<file path="src/rtl/play_progress_pkg.sv">
// Shared types and constants for the play-progress monitor: divider state
// encoding, numerator width and the BCD time saturation point (99:59).
package play_progress_pkg;

  typedef enum logic [1:0] {
    IDLE = 2'd0,
    LOAD = 2'd1,
    DIV  = 2'd2,
    DONE = 2'd3
  } div_state_t;

  localparam int N_W    = 40;
  localparam int ADDR_W = 32;
  localparam int BCD_W  = 4;

  localparam logic [BCD_W-1:0] SAT_MIN_HI = 4'd9;
  localparam logic [BCD_W-1:0] SAT_MIN_LO = 4'd9;
  localparam logic [BCD_W-1:0] SAT_SEC_HI = 4'd5;
  localparam logic [BCD_W-1:0] SAT_SEC_LO = 4'd9;

endpackage

</file>
<file path="src/rtl/progress_divider.sv">
// Restoring unsigned divider, one quotient bit per cycle, with the result
// clamped to the full-bar value.
module progress_divider
  import play_progress_pkg::*;
#(
  parameter int BAR_MAX = 128,
  parameter int BAR_W   = 8
) (
  input  logic              clk,
  input  logic              rst,
  input  logic              start,
  input  logic              abort,
  input  logic [N_W-1:0]    num,
  input  logic [ADDR_W-1:0] den,
  output logic              done,
  output logic [BAR_W-1:0]  quotient,
  output div_state_t        state
);

  // Handshake: start is sampled only while state == IDLE; done is high for
  // exactly the one DONE cycle, when quotient is valid; abort forces IDLE.
  localparam logic [5:0] LAST_BIT = 6'(N_W - 1);

  div_state_t        state_next;
  logic [N_W-1:0]    num_r;
  logic [N_W-1:0]    quo;
  logic [ADDR_W-1:0] den_r;
  logic [ADDR_W-1:0] rem;
  logic [ADDR_W-1:0] rem_diff;
  logic [ADDR_W-1:0] rem_next;
  logic [ADDR_W:0]   rem_sh;
  logic              fits;
  logic [5:0]        cnt;

  always_ff @(posedge clk or posedge rst) begin
    if (rst) state <= IDLE;
    else     state <= state_next;
  end

  always_comb begin
    state_next = state;
    case (state)
      IDLE:    if (start) state_next = LOAD;
      LOAD:    state_next = (den == '0) ? DONE : DIV;
      DIV:     if (cnt == LAST_BIT) state_next = DONE;
      DONE:    state_next = IDLE;
      default: state_next = IDLE;
    endcase
    if (abort) state_next = IDLE;
  end

  // The remainder stays below den, so the low 32 bits of the difference are exact.
  assign rem_sh   = {rem, num_r[N_W-1]};
  assign fits     = rem_sh >= {1'b0, den_r};
  assign rem_diff = rem_sh[ADDR_W-1:0] - den_r;
  assign rem_next = fits ? rem_diff : rem_sh[ADDR_W-1:0];

  always_ff @(posedge clk or posedge rst) begin
    if (rst) begin
      num_r <= '0;
      den_r <= '0;
      rem   <= '0;
      quo   <= '0;
      cnt   <= '0;
    end else begin
      case (state)
        LOAD: begin
          num_r <= num;
          den_r <= den;
          rem   <= '0;
          quo   <= '0;
          cnt   <= '0;
        end
        DIV: begin
          num_r <= {num_r[N_W-2:0], 1'b0};
          rem   <= rem_next;
          quo   <= {quo[N_W-2:0], fits};
          cnt   <= cnt + 6'd1;
        end
        default: ;
      endcase
    end
  end

  assign done     = (state == DONE);
  assign quotient = (quo > N_W'(BAR_MAX)) ? BAR_W'(BAR_MAX) : quo[BAR_W-1:0];

endmodule

</file>
<file path="src/rtl/play_progress.sv">
// Play-progress monitor: filtered address capture, 1 s prescaler with BCD
// mm:ss, end-of-song detection and the progress-bar divider launch.
module play_progress
  import play_progress_pkg::*;
#(
  parameter int CLK_HZ  = 100000000,
  parameter int BAR_MAX = 128,
  parameter int BAR_W   = 8
) (
  input  logic             CLK_100MHz,
  input  logic             RESET,
  input  logic [31:0]      song_idx,
  input  logic [31:0]      mem_addr,
  input  logic [31:0]      music_size,
  input  logic             is_suspending,
  output logic [7:0]       elapsed_min_bcd,
  output logic [7:0]       elapsed_sec_bcd,
  output logic             sec_tick,
  output logic [BAR_W-1:0] progress,
  output logic             progress_valid,
  output logic             song_end
);

  localparam int PW = $clog2(CLK_HZ + 1);
  localparam logic [PW-1:0] PRESC_TOP = PW'(CLK_HZ - 1);

  logic [31:0] a1, a2, addr_s, song_q, song_prev, size_q;
  logic [31:0] snap_addr, snap_size;
  logic        song_change, addr_stable, addr_dec;
  logic [PW-1:0] presc;
  logic        wrap, at_max;
  logic [BCD_W-1:0] sec_lo, sec_hi, min_lo, min_hi;
  logic        armed, end_flag, end_cond, end_cond_q, end_fire;
  logic        launch, div_done;
  logic [N_W-1:0]   div_num;
  logic [BAR_W-1:0] div_q;
  div_state_t  div_state;

  assign song_change = (song_q != song_prev);
  assign addr_stable = (a1 == a2);
  assign addr_dec    = addr_stable && (a2 < addr_s);

  // mem_addr comes from another clock domain; accept it only once two samples agree.
  always_ff @(posedge CLK_100MHz or posedge RESET) begin
    if (RESET) begin
      a1 <= '0; a2 <= '0; addr_s <= '0;
      song_q <= '0; song_prev <= '0; size_q <= '0;
    end else begin
      a1        <= mem_addr;
      a2        <= a1;
      if (addr_stable) addr_s <= a2;
      song_q    <= song_idx;
      song_prev <= song_q;
      size_q    <= music_size;
    end
  end

  // A wrap is honoured even if suspend arrives in that same cycle.
  assign wrap   = (presc == PRESC_TOP) && !end_flag;
  assign at_max = (min_hi == SAT_MIN_HI) && (min_lo == SAT_MIN_LO) &&
                  (sec_hi == SAT_SEC_HI) && (sec_lo == SAT_SEC_LO);

  always_ff @(posedge CLK_100MHz or posedge RESET) begin
    if (RESET) begin
      presc <= '0;
    end else if (song_change || wrap) begin
      presc <= '0;
    end else if (!is_suspending && !end_flag) begin
      presc <= presc + 1'b1;
    end
  end

  always_ff @(posedge CLK_100MHz or posedge RESET) begin
    if (RESET) begin
      sec_lo <= '0; sec_hi <= '0; min_lo <= '0; min_hi <= '0;
      sec_tick <= 1'b0;
    end else if (song_change) begin
      sec_lo <= '0; sec_hi <= '0; min_lo <= '0; min_hi <= '0;
      sec_tick <= 1'b0;
    end else begin
      sec_tick <= wrap;
      if (wrap && !at_max) begin
        if (sec_lo != SAT_SEC_LO) begin
          sec_lo <= sec_lo + 1'b1;
        end else begin
          sec_lo <= '0;
          if (sec_hi != SAT_SEC_HI) begin
            sec_hi <= sec_hi + 1'b1;
          end else begin
            sec_hi <= '0;
            if (min_lo != SAT_MIN_LO) begin
              min_lo <= min_lo + 1'b1;
            end else begin
              min_lo <= '0;
              min_hi <= min_hi + 1'b1;
            end
          end
        end
      end
    end
  end

  assign elapsed_min_bcd = {min_hi, min_lo};
  assign elapsed_sec_bcd = {sec_hi, sec_lo};

  assign end_cond = (size_q != '0) && (addr_s >= size_q - 32'd1);
  assign end_fire = armed && end_cond && !end_cond_q;

  always_ff @(posedge CLK_100MHz or posedge RESET) begin
    if (RESET) begin
      armed <= 1'b0; end_flag <= 1'b0; end_cond_q <= 1'b0; song_end <= 1'b0;
    end else begin
      end_cond_q <= end_cond;
      song_end   <= end_fire && !song_change;
      if (song_change || addr_dec) begin
        armed    <= 1'b1;
        end_flag <= 1'b0;
      end else if (end_fire) begin
        armed    <= 1'b0;
        end_flag <= 1'b1;
      end
    end
  end

  // The snapshot feeds the divider, so LOAD divides exactly what was compared.
  assign launch  = (div_state == IDLE) && !song_change &&
                   ((addr_s != snap_addr) || (size_q != snap_size));
  assign div_num = N_W'(snap_addr) * N_W'(BAR_MAX);

  always_ff @(posedge CLK_100MHz or posedge RESET) begin
    if (RESET) begin
      snap_addr <= '0; snap_size <= '0;
      progress  <= '0; progress_valid <= 1'b0;
    end else begin
      if (launch) begin
        snap_addr <= addr_s;
        snap_size <= size_q;
      end
      if (song_change) begin
        progress       <= '0;
        progress_valid <= 1'b0;
      end else if (div_done) begin
        progress       <= div_q;
        progress_valid <= 1'b1;
      end
    end
  end

  progress_divider #(
    .BAR_MAX (BAR_MAX),
    .BAR_W   (BAR_W)
  ) u_div (
    .clk      (CLK_100MHz),
    .rst      (RESET),
    .start    (launch),
    .abort    (song_change),
    .num      (div_num),
    .den      (snap_size),
    .done     (div_done),
    .quotient (div_q),
    .state    (div_state)
  );

endmodule

</file>
<file path="config.mk">
export PLATFORM = sky130hd
export DESIGN_NAME = play_progress
export DESIGN_NICKNAME = d
export VERILOG_FILES = /design/src/rtl/play_progress_pkg.sv /design/src/rtl/progress_divider.sv /design/src/rtl/play_progress.sv
export SDC_FILE = /design/constraint.sdc
export NUM_CORES = 1
export LEC_CHECK = 0
export ABC_AREA = 0
export BUFFER_PORTS_ARGS = -buffer_cell sky130_fd_sc_hd__buf_4
export CAP_MARGIN = 30
export CORE_UTILIZATION = 40
export DETAILED_ROUTE_END_ITERATION = 8
export PLACE_DENSITY_LB_ADDON = 0.1
export SLEW_MARGIN = 40
export SYNTH_ARGS = -nofsm -noshare
export SYNTH_HDL_FRONTEND = slang
export SYNTH_SLANG_ARGS = --single-unit
export TNS_END_PERCENT = 20
</file>
<file path="constraint.sdc">
create_clock -name CLK_100MHz -period 26.3 [get_ports CLK_100MHz]
set_input_delay 2.63 -clock CLK_100MHz [delete_from_list [all_inputs] [get_ports CLK_100MHz]]
set_output_delay 2.63 -clock CLK_100MHz [all_outputs]
set_load 0.01 [all_outputs]
</file>
==> flow_summary.yaml <==
timing:
  setup_viol: 0
  rsz0062_at_grt: "false"
  tns_ns: 0
  fin_hold_ws_ns: 0.389
  max_slew_margin_pct: 45.7
  skew_ns: 0.0178
  hold_viol: 0
  fmax_mhz: 227
  finalMaxSlewViolations: 0
  post-route-min-period_ns: 4.40
  period_share_pct: 16.7
  tightestPinTransition_ns: 0.808
floorplan:
  io_pins: 126
  die_width_um: 234
  rows: 84
  die_area_um2: 54600
  die_h_um: 234
  core_um2: 52800
  initial_utilization_pct: 40.7
clock_tree:
  cts_resized: 0
  root_buffer: "clkbuf_16"
  hold_buffers: 0
  numCtsBuffers: 51
  htreeDepth: 2
  cts.clk_slew.worst_paths_ns: 0.06
  cts_buffer_depth: 3
  cts_tree: "built"
  postCtsSetupRepairBufs: 0
  clkSinkCount: 458
  clk_latency_ns: 0.60
layout:
  drive_above_1_share_pct: 15.0
  layout.nets: 2277
  num_antenna_cells: 0
  syn_to_final_growth_pct: 16.2
  regArea_um2: 11500
  layout.cells.most_common_list: "dfrtp_1 (458), nand2_1 (169), xor2_1 (140), buf_4 (134), o21ai_0 (117)"
  multi_input_area_um2: 9430
  layout_commonest_cell: "dfrtp_1"
  nFillCells: 4916
power_and_ir_drop:
  ir_worst_vdd_mv: 0.0445
  p_per_area_nw_per_um2: 61.0
  p_leak_nw: 11.4
synth:
  ys_seq_area_share_pct: 53.4
  postSynthAreaPerCell_um2: 11.0
  syn_inst: 1944
  synthFlopType: "dfrtp_1"
  yosys_warnings: 0
  ys_async_sr_fraction_pct: 100
  synth-edff-count: 0
  synth.distinct_cells: 64
  ys_seq_elements: 458
  synth_nets: 2154
  syn_area_um2: 21500
detailed_routing:
  first_pass_iters: 9
  drc: 2
  vias: 14440
  via_per_inst: 5.17
  antenna_left: 0
  drt-total-wl_um: 50000
  wl_per_cell_um: 17.9
  drt_iter0_drc: 821
global_routing:
  grt_usage_pct: 18.9
  grt_max_degree: 107
  grt_pass1_vias: 14467
  grt.overflow.total: 0
  grt_pass1_wl_um: 80600
  antenna_found_initial: 0
place:
  io_buffers: 125
  place_congestion: 0.890
  dp_hpwl_um: 35500
worst_setup_path:
  crit_chain: "inv_1 -> ha_1 -> nand2_1 -> or3_1 -> nor4_2 -> nand4_1 -> nor3_1 -> xnor2_1 -> ha_1 -> nand4_1 -> nor2_1 -> a2111oi_0 -> o21ai_0 -> a22o_1 -> o21ai_0 -> nor3_1 -> o21a_1"
  cpMaxStageDelayCell: "nor4_2"
  crit_start: "size_q[0]"
  cp_slowest_stage_delay_ns: 0.48
  cp.required_ns: 26.78
  end_kind: "flop"
  cpLargestDelayFamily: "simple AND/OR/NAND/NOR gates"
  critPathMaxFanout: 6
  crit_buf_inv: 1
  critical_path_class: "reg -> reg"
  cp_data_arrival_time_ns: 4.88
  r2r-start: "size_q[0]"
  worstSetupStartpointType: "flop"
min_path:
  holdCritStartpoint: "song_q[29]"
  hp-class: "reg -> reg"
run_status:
  violations: "design-rule violations"
  outcome: "finished with violations"
flow_run:
  cap_violations: 0
## area by class of cell
cell class                      count  share of cell area, %
Tap cell                          688                   3.45
Sequential cell                   458                   45.9
Multi-Input combinational cell   1319                   37.8
Clock buffer                       71                   5.97
Timing Repair Buffer              139                   4.26
Inverter                           98                   1.53
Clock inverter                     22                   1.11
## kinds of logic after synthesis
kind of cell,count (synthesis),share of synthesized area [%]
DFF,458,53.4
xor gates and xnor gates,214,8.73
muxes,117,5.83
buffers and inverters,167,2.98
AOI/OAI and AO/OA,366,11.0
and+or+nand+nor,511,11.6
adders and majority gates,111,6.50
## where the power goes
part | switching, mW | internal (mW) | leakage [nW]
logic | 0.0289 | 0.0229 | 4.48
registers | 0.0125 | 0.717 | 6.02
clock network | 0.297 | 0.446 | 0.862
## worst paths after layout
path / to / cells after the start / slack, ns
setup / recovery: end_flag / 17 / 21.90
hold / removal: song_prev[29] / 0 / 0.39
setup reg to reg: end_flag / 17 / 21.90
hold reg to reg: song_prev[29] / 0 / 0.39
max in group asynchronous: song_q[22] / 4 / 22.36
min in group asynchronous: a1[4] / 2 / 2.07
## per-stage QoR
step / setup WS, ns / total power, mW / instances / util (%) / cell area [um2]
finish: 21.90 / 1.52 / 2795 / 47.3 / 25000
global route: 21.60 / 1.58 / 2795 / 47.3 / 25000
CTS: 21.86 / 1.55 / 2795 / 47.3 / 25000
detailed placement: 21.47 / 0.797 / 2702 / 44.0 / 23200
global placement: 21.11 / 0.795 / 2702 / 43.9 / 23100
floorplan: 10.90 / 0.769 / 1944 / - / 21500
## worst reg2reg max path: cells and delay by family (launching register included)
family          cells  cell delay, ns
simple gates        8            1.83
compound gates      5            1.32
fa+ha+maj           2            0.45
flops               1            0.41
xor+xnor            1            0.15
buf+inv             1            0.12
## sequential cells by signal, indices dropped and copies added (netlist names), 6 cells and up
name,flops
a1,32
a2,32
addr_s,32
presc,27
progress,8
size_q,32
snap_addr,32
snap_size,32
song_prev,32
song_q,32
u_div.cnt,6
u_div.den_r,32
u_div.num_r,33
u_div.quo,40
u_div.rem,32
## per-layer routing
metal / GRT usage [%] / wire length, um / vias up
li1: - / - / 7087
met3: 2.51 / 1580 / 78
met5: 0 / 0 / -
met1: 27.1 / 24300 / 7054
met2: 29.0 / 22600 / 221
met4: 7.04 / 1560 / 0
## synthesized netlist by cell type (4+ instances only)
cell	number	area, um2
nand2_1	170	638
or3_1	10	62.6
nor4_1	50	313
inv_1	97	364
o2111ai_1	6	52.6
nor4b_1	4	35.0
o21a_1	4	30.0
nor2_1	110	413
nand4_1	39	244
a211oi_1	8	60.1
buf_2	4	20.0
o2bb2ai_1	49	429
a21oi_1	82	410
o21bai_1	4	30.0
clkbuf_1	50	188
and4_1	7	61.3
o21ai_0	117	586
dfrtp_1	458	11500
xor2_1	140	1230
o31ai_1	7	52.6
buf_1	13	48.8
nand3_1	49	245
nand3b_1	5	37.5
a21o_1	39	293
nor2b_1	10	62.6
o311ai_0	8	70.1
or4_1	5	37.5
and3_1	9	56.3
a22o_1	10	87.6
xnor2_1	74	648
mux2_2	65	732
nor3_1	20	100
mux2i_1	52	521
a32oi_1	4	35.0
a31oi_1	5	31.3
nand2b_1	8	50.1
ha_1	110	1380
(Power assumes the default switching activity.)
